File: config.mk
export PLATFORM = sky130hd
export DESIGN_NAME = block_padder
export DESIGN_NICKNAME = d
export VERILOG_FILES = /design/src/rtl/sha3_pkg.sv /design/src/rtl/lane_masker.sv /design/src/rtl/block_padder.sv
export SDC_FILE = /design/constraint.sdc
export NUM_CORES = 1
export LEC_CHECK = 0
export ABC_CLOCK_PERIOD_IN_PS = 6380
export BUFFER_PORTS_ARGS = -buffer_cell sky130_fd_sc_hd__buf_2
export CORE_AREA = 4 4 457 459
export DETAILED_ROUTE_END_ITERATION = 16
export DIE_AREA = 0 0 461 463
export GPL_TIMING_DRIVEN = 0
export RECOVER_POWER = 25
export SLEW_MARGIN = 20
export SYNTH_ARGS = -nofsm -noshare
export SYNTH_HDL_FRONTEND = slang
export SYNTH_SLANG_ARGS = --single-unit
File: constraint.sdc
create_clock -name clk -period 6.38 [get_ports clk]
set_clock_uncertainty 0.2 [all_clocks]
set_input_delay 0.957 -clock clk [delete_from_list [all_inputs] [get_ports clk]]
set_output_delay 0.957 -clock clk [all_outputs]
set_load 0.03 [all_outputs]
File: src/rtl/sha3_pkg.sv
// Shared SHA-3 sponge constants, FSM state encoding and small helpers for the
// block padder. Build option: BLOCK_PADDER_KECCAK_PAD_EN selects the original
// Keccak domain byte (0x01) instead of the FIPS-202 SHA3 byte (0x06).
package sha3_pkg;

    localparam int unsigned RATE_BYTES = 136;
    localparam int unsigned LANE_W     = 64;
    localparam int unsigned LANE_BYTES = LANE_W / 8;
    localparam int unsigned NBYTES_W   = 4;

`ifdef BLOCK_PADDER_KECCAK_PAD_EN
    localparam logic [7:0] PAD_DOMAIN = 8'h01;
`else
    localparam logic [7:0] PAD_DOMAIN = 8'h06;
`endif

    localparam logic [7:0] PAD_FINAL = 8'h80;

    // Padder FSM state encoding
    typedef logic [1:0] state_t;

    localparam state_t FILL     = 2'd0;
    localparam state_t PAD_ONLY = 2'd1;
    localparam state_t HOLD     = 2'd2;

    // Byte counts above a full lane are treated as a full lane
    function automatic logic [NBYTES_W-1:0] clamp_nbytes(input logic [NBYTES_W-1:0] n);
        return (n > NBYTES_W'(LANE_BYTES)) ? NBYTES_W'(LANE_BYTES) : n;
    endfunction

endpackage : sha3_pkg

File: src/rtl/lane_masker.sv
// Combinational lane conditioner: zeroes bytes at or above the valid count and
// inserts the domain pad byte right after the last valid byte when it fits in
// this lane. pad_carry_c flags a full lane, where the pad byte lands in the
// next lane instead.
module lane_masker
    import sha3_pkg::*;
(
    input  logic [LANE_W-1:0]   data,
    input  logic [NBYTES_W-1:0] nbytes,
    output logic [LANE_W-1:0]   masked_c,
    output logic [LANE_W-1:0]   padded_c,
    output logic                pad_carry_c
);

    logic [NBYTES_W-1:0] nb;

    assign nb = clamp_nbytes(nbytes);

    // Byte mask followed by in-lane domain byte insertion
    always_comb begin
        masked_c    = '0;
        padded_c    = '0;
        pad_carry_c = (nb == NBYTES_W'(LANE_BYTES));
        for (int j = 0; j < int'(LANE_BYTES); j++) begin
            if (NBYTES_W'(j) < nb) begin
                masked_c[j*8 +: 8] = data[j*8 +: 8];
            end
        end
        padded_c = masked_c;
        for (int j = 0; j < int'(LANE_BYTES); j++) begin
            if (NBYTES_W'(j) == nb) begin
                padded_c[j*8 +: 8] = PAD_DOMAIN;
            end
        end
    end

endmodule : lane_masker

File: src/rtl/block_padder.sv
// SHA-3 rate block assembler and padder. Collects 64-bit message lanes into a
// RATE_LANES-lane block, applies pad10*1 with the domain byte on the final
// word, and holds each block until the absorb stage takes it. A message that
// exactly fills a block gets a second, pad-only block.
// Build option: BLOCK_PADDER_KECCAK_PAD_EN (domain byte 0x01 instead of 0x06).
module block_padder
    import sha3_pkg::*;
#(
    parameter int unsigned RATE_LANES = 17
) (
    input  logic                         clk,
    input  logic                         reset,
    input  logic [LANE_W-1:0]            in_data,
    input  logic                         in_valid,
    input  logic                         in_last,
    input  logic [NBYTES_W-1:0]          in_nbytes,
    output logic                         in_ready,
    output logic [RATE_LANES*LANE_W-1:0] block,
    output logic                         block_valid,
    output logic                         block_last,
    input  logic                         block_ready
);

    localparam int unsigned BLOCK_W = RATE_LANES * LANE_W;
    localparam int unsigned CNT_W   = 5;
    localparam int unsigned POS_W   = CNT_W + 3;

    localparam logic [CNT_W-1:0] LAST_LANE = CNT_W'(RATE_LANES - 1);
    localparam logic [POS_W-1:0] FULL_POS  = POS_W'(RATE_LANES * LANE_BYTES);

    state_t               state_q;
    state_t               state_d;
    logic [CNT_W-1:0]     lane_cnt_q;
    logic [CNT_W-1:0]     lane_cnt_d;
    logic [BLOCK_W-1:0]   block_q;
    logic [BLOCK_W-1:0]   block_d;
    logic                 block_last_q;
    logic                 block_last_d;
    logic                 pad_pend_q;
    logic                 pad_pend_d;

    logic [LANE_W-1:0]    word_masked;
    logic [LANE_W-1:0]    word_padded;
    logic                 word_carry;
    logic [POS_W-1:0]     pad_pos;
    logic                 pad_full;

    lane_masker u_lane_masker (
        .data        (in_data),
        .nbytes      (in_nbytes),
        .masked_c    (word_masked),
        .padded_c    (word_padded),
        .pad_carry_c (word_carry)
    );

    // Byte offset of the pad byte if the current word ends the message
    assign pad_pos  = POS_W'({lane_cnt_q, 3'b000}) + POS_W'(clamp_nbytes(in_nbytes));
    assign pad_full = (pad_pos == FULL_POS);

    // State register
    always_ff @(posedge clk or negedge reset) begin
        if (!reset) begin
            state_q <= FILL;
        end else begin
            state_q <= state_d;
        end
    end

    // Next-state and datapath next values
    always_comb begin
        state_d      = state_q;
        lane_cnt_d   = lane_cnt_q;
        block_d      = block_q;
        block_last_d = block_last_q;
        pad_pend_d   = pad_pend_q;

        case (state_q)
            FILL: begin
                if (in_valid) begin
                    for (int i = 0; i < int'(RATE_LANES); i++) begin
                        if (lane_cnt_q == CNT_W'(i)) begin
                            block_d[i*LANE_W +: LANE_W] = in_last ? word_padded : word_masked;
                        end
                    end
                    if (in_last) begin
                        lane_cnt_d = '0;
                        state_d    = HOLD;
                        if (pad_full) begin
                            // Message filled the block exactly; padding goes in a block of its own
                            block_last_d = 1'b0;
                            pad_pend_d   = 1'b1;
                        end else begin
                            // Full final lane: domain byte starts the next (still empty) lane
                            if (word_carry) begin
                                for (int i = 1; i < int'(RATE_LANES); i++) begin
                                    if (lane_cnt_q == CNT_W'(i - 1)) begin
                                        block_d[i*LANE_W +: 8] = PAD_DOMAIN;
                                    end
                                end
                            end
                            block_d[BLOCK_W-1 -: 8] = block_d[BLOCK_W-1 -: 8] | PAD_FINAL;
                            block_last_d            = 1'b1;
                        end
                    end else if (lane_cnt_q == LAST_LANE) begin
                        lane_cnt_d   = '0;
                        block_last_d = 1'b0;
                        state_d      = HOLD;
                    end else begin
                        lane_cnt_d = lane_cnt_q + CNT_W'(1);
                    end
                end
            end

            PAD_ONLY: begin
                block_d                 = '0;
                block_d[7:0]            = PAD_DOMAIN;
                block_d[BLOCK_W-1 -: 8] = PAD_FINAL;
                block_last_d            = 1'b1;
                pad_pend_d              = 1'b0;
                state_d                 = HOLD;
            end

            HOLD: begin
                if (block_ready) begin
                    block_d      = '0;
                    block_last_d = 1'b0;
                    state_d      = pad_pend_q ? PAD_ONLY : FILL;
                end
            end

            default: begin
                state_d = FILL;
            end
        endcase
    end

    // Datapath registers
    always_ff @(posedge clk or negedge reset) begin
        if (!reset) begin
            lane_cnt_q   <= '0;
            block_q      <= '0;
            block_last_q <= 1'b0;
            pad_pend_q   <= 1'b0;
        end else begin
            lane_cnt_q   <= lane_cnt_d;
            block_q      <= block_d;
            block_last_q <= block_last_d;
            pad_pend_q   <= pad_pend_d;
        end
    end

    // Outputs are direct views of registered state; in_ready is also held low in reset
    assign block       = block_q;
    assign block_last  = block_last_q;
    assign block_valid = (state_q == HOLD);
    assign in_ready    = reset & (state_q == FILL);

endmodule : block_padder

# After elaboration in Yosys (flattened, before gate mapping)
# Cells that the tools add are included.
totals:
  ff_bits: 1097
  output_inout_bits: 1091
  word_cells: 232
classes:
  add_sub_neg: 2
  order_cmp: 9
  n_eq_ne: 49
  n_mux: 122
  bitwise: 1
  reduce_logical: 27
ops:
  columns: ["cell", "n"]
  rows:
  - ["$pmux 1088 s3", 1]
  - ["$mux 1088", 2]
  - ["$mux 64", 18]
  - ["$mux 8", 82]
  - ["$reduce_and 4->1", 19]
  - ["$eq 5x4->1 const B", 8]
  - ["$ne 2x2->1 const B", 20]
  - ["$eq 5x3->1 const B", 4]
  - ["$eq 3x4->1 const A", 4]
  - ["$lt 3x4->1 const A", 4]
  - ["$eq 5x2->1 const B", 2]
  - ["$mux 5", 2]
  - ["$mux 1", 9]
  - ["$add 8x4->8", 1]
  - ["$eq 2x4->1 const A", 2]
  - ["$eq 8x8->1 const B", 1]
  - ["$lt 1x4->1 const A", 2]
  - ["$lt 2x4->1 const A", 2]
  - ["$mux 2", 4]
  - ["$pmux 2 s3", 1]
  - ["$reduce_and 3->1", 2]
  - ["$add 5x1->5 const B", 1]
  - ["$eq 5x1->1 const B", 1]
  - ["$eq 5x5->1 const B", 1]
  - ["other kinds (17)", 17]

# Depth between registers and ports, before layout
# Gate-level depths: netlist (run 1).
logic_depth:
  ltp_word: 13
  depth_mapped: 10
  mapped_depth_nobuf: 7

# Hierarchy
# A second synthesis (run 1) with hierarchy kept.
hier_totals:
  cells_unflattened: 3191
  hier_area_um2: 42203.0
modules_own_cells:
  columns: ["mod", "instances", "cells_each", "area_per_inst_um2", "seq_area_each_um2"]
  rows:
  - ["block_padder", 1, 3028, 41106.9, 27451.3]
  - ["lane_masker", 1, 163, 1096.1, 0.0]

# Least setup slack after synthesis (run 1)
# Ideal clock, no wire load.
synth_path:
  path_kind: "in2reg"
  start: "input in_nbytes[3]"
  end: "register block_q[897], in the netlist block[897]"
  arrival_time_ps: 2636
  t_required_ps: 6047
  path_slack_ps: 3410
  cell_stages: 8
  n_path_buf: 3
  path_cell_list: "buf_2 or4_1 buf_2 mux2_4 buf_6 a22o_1 a22oi_1 o21ai_0"
synth_via:
  elab_chain_cells: 13
synth_lines:
  columns: ["item", "line_no", "source"]
  rows:
  - ["start: declaration", "block_padder.sv:16", "input logic [NBYTES_W-1:0] in_nbytes,"]
  - ["$gt 4x4->1", "sha3_pkg.sv:28", "return (n > NBYTES_W'(LANE_BYTES)) ? NBYTES_W'(LANE_BYTES) : n;"]
  - ["$mux 4 (*)", "sha3_pkg.sv:28", null]
  - ["$lt 1x4->1", "lane_masker.sv:25", "if (NBYTES_W'(j) < nb) begin"]
  - ["$mux 8", "lane_masker.sv:25", null]
  - ["$mux 8", "lane_masker.sv:31", "if (NBYTES_W'(j) == nb) begin"]
  - ["$mux 64", "block_padder.sv:82", "block_d[i*LANE_W +: LANE_W] = in_last ? word_padded : word_masked;"]
  - ["$mux 64", "block_padder.sv:81", "if (lane_cnt_q == CNT_W'(i)) begin"]
  - ["$mux 8", "block_padder.sv:96", "if (lane_cnt_q == CNT_W'(i - 1)) begin"]
  - ["$mux 8", "block_padder.sv:94", "if (word_carry) begin"]
  - ["$mux 8", "block_padder.sv:88", "if (pad_full) begin"]
  - ["$mux 8 (*)", "block_padder.sv:85", "if (in_last) begin"]
  - ["$mux 1088 (*)", "block_padder.sv:79", "if (in_valid) begin"]
  - ["$pmux 1088 s3 (*)", "block_padder.sv:77", "case (state_q)"]
  - ["end signal: assignment", "block_padder.sv:146", "block_q <= block_d;"]
  - ["end: declaration", "block_padder.sv:35", "logic [BLOCK_W-1:0] block_q;"]
# Mark *: on every way between the ends. The rest lies on a longest branch, timed or not. The select of a mux whose other input is x is not followed.
# A chain may end at the register's enable or synchronous reset.

==> results.cfg, run 1 <==
[worst_setup_path]
crit_chain = dlygate4sd3_1 -> buf_12 -> clkbuf_2 -> buf_16 -> buf_16
worst-path-max-fanout = 130
crit_type = primary input to async pin
worstRegToRegCells = 10
worstPathRequired_ns = 6.96
arrival_ns = 5.71
cp_slowest_cell = clkbuf_2
critical_path.most_common_cell = buf_16
end_kind = async pin
cp-start-kind = primary input
cpPeakStageDelay_ns = 2.23

[clocking]
clk_pin_slew_ns = 0.06
htree_levels = 3
ctsResizeCount = 0
insertion_delay_ns = 0.75
cts_tree = done
hold_buffers = 1
cts.path.max_buffers = 3
clkSinkCount = 1097
cts_root_buf = clkbuf_16
cts_buffers = 116
postCtsSetupBuffers = 0

[grt]
grtUsageTotal = 0.207
first_global_vias = 35600
grt_pass1_wl_um = 307000
grt_max_degree = 141
antenna_found_initial = 27
overflow = 0

[layout]
fin_area_um2 = 54500
layout-drive-gt1-share = 0.245
final.fill_count = 21700
final_cell_mix = dfrtp_1 (1097), buf_2 (833), clkbuf_1 (642)
multiInputGateArea_um2 = 12300
seq_area_um2 = 27500
layout_commonest_cell = dfrtp_1
nNetsFinal = 4803
layout-area-overhead-vs-synth_pct = 32.5

[power_and_ir_drop]
power.leakage_nw = 26.9
power_density_nw_per_um2 = 496
peakVddDrop_mv = 0.306

[hold_path]
hold_depth = 2
hp-class = flip-flop to flip-flop

[synth]
synth.avg_cell_area_um2 = 12.1
syn-num-nets = 3494
netlist.area_leader.share = 0.668
ys.flop_type = dfrtp_1
synth.area.top_cells = dfrtp_1 (67%), a22o_1 (13%), o21ai_0 (4.2%)
async_flop_share = 1.00
synth_cells = 3409
synth_cell_types = 57
synth_edf_count = 0
synth_top_area_cell = dfrtp_1
ys_seq_area_frac = 0.668
yosys_warnings = 0
synth_area_um2 = 41100
synth_seq_cells = 1097

[drt]
vias = 36200
drtIter0Drc = 3623
routed_wl_um = 230000
drc = 0
wl_per_cell_um = 30.6
ant_nets = 0
firstDrtPassIters = 5
avgViaCountPerCell = 4.81

[sta]
setup_slack_ns = 1.25
drv_slew = 233
min_period_ns = 5.13
fin_setup_tns_ns = 0
relSlewSlack = -1.12
max_clock_freq_mhz = 195
rsz0062_at_grt = no
hold_viol = 0
fin_crit_sh = 0.803
setup_viol = 0
worstMarginPinSlew_ns = 3.17

[place]
place_area_um2 = 51000
place_ws_ns = 1.50
gp_congestion = 0.889
portBuffers = 1161
place_hpwl_um = 177000

[die]
core_um2 = 204000
ios = 1164
start_util = 0.201
die_h_um = 463
rows = 166
dieWidth_um = 461
die-area_um2 = 213000

[status]
status = complete, but fails checks
violations = capacitance limit, slew limit

[flow_run]
cap_violations = 2
-- worst max-delay path, delay by kind of cell --
kind                   cells  cell delay [ns]
buffers and inverters      5             4.19
-- power by group --
| part | total [mW] | internal [mW] | switching, mW |
|---|---|---|---|
| Combinational | 11.5 | 2.16 | 9.35 |
| Sequential | 8.48 | 7.89 | 0.587 |
| Clock | 7.01 | 3.94 | 3.07 |
-- synth_stat cells (all sizes together), types with 15 or more instances --
cell / number
clkbuf: 303
dfrtp: 1097
a21oi: 112
mux2: 41
buf: 56
nor3: 49
and2: 23
nor2: 174
nand2: 399
a22o: 628
o21ai: 356
a22oi: 30
o221ai: 15
-- logic make-up after synthesis --
group                      share of synthesized area
and+or+nand+nor                               0.0762
AOI/OAI and AO/OA                              0.205
buffers and inverters                         0.0358
muxes                                         0.0114
xor gates and xnor gates                    0.000213
adders and majority gates                    0.00365
DFF                                            0.668
-- per-stage QoR --
| stage | utilization | power (mW) | std cells | hold slack, ns |
|---|---|---|---|---|
| 2_1_floorplan | - | 14.0 | 3409 | 0.326 |
| 3_3_place_gp | 0.246 | 19.9 | 7258 | 0.256 |
| 3_5_place_dp | 0.249 | 20.3 | 7287 | 0.265 |
| 4_1_cts | 0.269 | 27.3 | 7501 | 0.278 |
| 5_1_grt | 0.266 | 28.0 | 7504 | 0.292 |
| 6_report | 0.267 | 27.0 | 7527 | 0.279 |
-- cell type report --
cell class | instances | area share
clock inverter | 37 | 0.00896
antenna | 26 | 0.00119
tap | 2688 | 0.0617
inverter | 11 | 0.000758
clock buffer | 176 | 0.0631
multi-input combinational | 1942 | 0.226
buffer | 359 | 0.0274
sequential | 1097 | 0.504
timing repair buffer | 1191 | 0.107
-- state kept, by name, indices dropped and copies added, names as in the netlist --
name	count
lane_cnt_q	5
block	1088
pad_pend_q	1
block_last	1
state_q	2
-- metal layers --
metal  routed length, um  GRT usage  part of all wire  up-vias
met2              107000      0.336              0.46     2249
met1               90500      0.253              0.39    18700
met5                  47          0           0.00020        -
met3               21200     0.0578             0.092      412
met4               11700     0.0980             0.051        8
li1                    -          -                 -    14800
-- path summary, 6_finish.rpt --
check / startpoint / slack, ns / to
worst min-delay path: block[664]$_DFFE_PN0P_ / 0.28 / block[664]$_DFFE_PN0P_
worst max register to register: state_q[0]$_DFFE_PN0P_ / 1.77 / block[603]$_DFFE_PN0P_
max in group clk: reset / 1.52 / in_ready
worst min register to register: block[664]$_DFFE_PN0P_ / 0.28 / block[664]$_DFFE_PN0P_
min in group asynchronous: reset / 0.59 / block[316]$_DFFE_PN0P_
worst max-delay path: reset / 1.25 / block[910]$_DFFE_PN0P_
No activity file was read; power rests on OpenSTA's default activity.
==> inputs of run 2 (changes only) <==
--- a/config.mk
+++ b/config.mk
@@ -5,7 +5,7 @@
 export SDC_FILE = /design/constraint.sdc
 export NUM_CORES = 1
 export LEC_CHECK = 0
-export ABC_CLOCK_PERIOD_IN_PS = 6380
+export ABC_CLOCK_PERIOD_IN_PS = 5100
 export BUFFER_PORTS_ARGS = -buffer_cell sky130_fd_sc_hd__buf_2
 export CORE_AREA = 4 4 457 459
 export DETAILED_ROUTE_END_ITERATION = 16
==> constraint.sdc (replaced) <==
create_clock -name clk -period 5.1 [get_ports clk]
set_clock_uncertainty 0.2 [all_clocks]
set_input_delay 0.765 -clock clk [delete_from_list [all_inputs] [get_ports clk]]
set_output_delay 0.765 -clock clk [all_outputs]
set_load 0.03 [all_outputs]
==> run 2 against run 1 <==
  * The run still ends with capacitance limit, slew limit left
  * Cell count barely moved
  * Flip-flop and latch count is the same
  * Non-clock buffer count is the same
  * Wire length is essentially flat
  * Total power grew 25%
  * Critical path type is now flip-flop to flip-flop
  * Largest cell class unchanged
==> results.cfg, run 2 (synthesized netlist as in run 1, its figures left out) <==
[clocking]
insertion_delay_ns = 0.75
cts_root_buf = clkbuf_16
clkSinkCount = 1097
htree_levels = 3
cts_buffers = 116
clk_pin_slew_ns = 0.06
cts.path.max_buffers = 3
cts_tree = done
postCtsSetupBuffers = 0

[drt]
routed_wl_um = 230000
firstDrtPassIters = 8
drtIter0Drc = 3319
avgViaCountPerCell = 4.82
ant_nets = 0
wl_per_cell_um = 30.6
vias = 36300
drc = 0

[power_and_ir_drop]
power_density_nw_per_um2 = 620
peakVddDrop_mv = 0.385
power.leakage_nw = 26.9
finalPower_mw = 33.8

[status]
violations = capacitance limit, slew limit
status = complete, but fails checks

[layout]
fin_area_um2 = 54500
final_util = 0.267
largest_reg_flops = 1088
layout_commonest_cell = dfrtp_1
final.fill_count = 21700
layout-drive-gt1-share = 0.245
final_cell_mix = dfrtp_1 (1097), buf_2 (833), clkbuf_1 (642)
nNetsFinal = 4803
layout-area-overhead-vs-synth_pct = 32.6

[die]
die-area_um2 = 213000
start_util = 0.201
ios = 1164
die_h_um = 463
rows = 166
dieWidth_um = 461
core_um2 = 204000

[sta]
max_clock_freq_mhz = 215
relSlewSlack = -1.03
fin_setup_tns_ns = 0
hold_viol = 0
setup_viol = 0
min_period_ns = 4.65
drv_slew = 110
fin_crit_sh = 0.912
worstMarginPinSlew_ns = 3.05
holdWs_ns = 0.251
rsz0062_at_grt = no

[grt]
grt_pass1_wl_um = 307000
grt_max_degree = 141
antenna_found_initial = 27
overflow = 0
grtUsageTotal = 0.207
first_global_vias = 35600

[place]
portBuffers = 1161
place_area_um2 = 51000
place_hpwl_um = 177000
gp_congestion = 0.889

[worst_setup_path]
crit_type = flip-flop to flip-flop
end_kind = flip-flop
worst-path-max-fanout = 11
cp-start-kind = flip-flop
worstPathRequired_ns = 5.55
arrival_ns = 5.11

[flow_run]
cap_violations = 1

[hold_path]
hp-class = primary input to flip-flop
-- run 2: changes by cell type in the layout (fill, tap and decap cells not counted), sizes merged --
cell / delta
diode: +2
clkbuf: -1
buf: +1
-- run 2: layer usage --
metal | vias up | global-route usage | share of wire
met5 | - | 0 | 0.00022
met4 | 8 | 0.0980 | 0.051
met3 | 420 | 0.0578 | 0.096
met2 | 2271 | 0.336 | 0.46
met1 | 18700 | 0.253 | 0.39
li1 | 14800 | - | -
-- run 2: final timing paths --
check / from / to / slack [ns] / depth (start not counted)
worst max register to register: state_q[0]$_DFFE_PN0P_ / block[767]$_DFFE_PN0P_ / 0.45 / 10
worst min register to register: block[7]$_DFFE_PN0P_ / block[7]$_DFFE_PN0P_ / 0.28 / 2
worst min-delay path: in_valid / pad_pend_q$_DFFE_PN0P_ / 0.25 / 3
worst max-delay path: state_q[0]$_DFFE_PN0P_ / block[767]$_DFFE_PN0P_ / 0.45 / 10
max in group asynchronous: reset / block[470]$_DFFE_PN0P_ / 0.84 / 3
min in group asynchronous: reset / block[316]$_DFFE_PN0P_ / 0.41 / 2
-- run 2: cell type report --
cell class | instances | area (um^2) | area share
multi-input cells | 1942 | 12300 | 0.226
inverters | 11 | 41.3 | 0.000757
diodes | 28 | 70.1 | 0.00129
clock inverters | 37 | 488 | 0.00895
well taps | 2688 | 3360 | 0.0617
flip-flops and latches | 1097 | 27500 | 0.504
plain buffers | 359 | 1490 | 0.0274
clock buffers | 176 | 3440 | 0.0631
repair buffers | 1191 | 5860 | 0.107
-- run 2: timing repair --
item,CTS,global route
hold buffers,1,0
resized for setup,0,0
endpoints found under the hold margin,99,0
-- run 2: report_power, final --
part	leakage (nW)	switching [mW]	total [mW]	internal [mW]
combinational	9.82	11.7	14.4	2.71
clock	1.92	3.85	8.78	4.92
sequential	15.2	0.732	10.6	9.87
-- run 2: critical path: stages (launching register included) --
cell and delay (ns):
dfrtp_1 0.47, inv_1 0.14, ha_1 0.24, clkbuf_1 0.44, clkbuf_1 0.87, nand2_1 0.10, nand2_1 0.30, clkbuf_1 0.78
buf_1 0.74, nand2_1 0.12, o21ai_0 0.11
-- run 2: through the flow --
stage / setup WS, ns / cells
floorplan: 2.32 / 3409
global placement: -20.93 / 7258
detailed placement: 0.412 / 7287
CTS: 0.505 / 7501
global route: 0.206 / 7504
finish: 0.447 / 7529
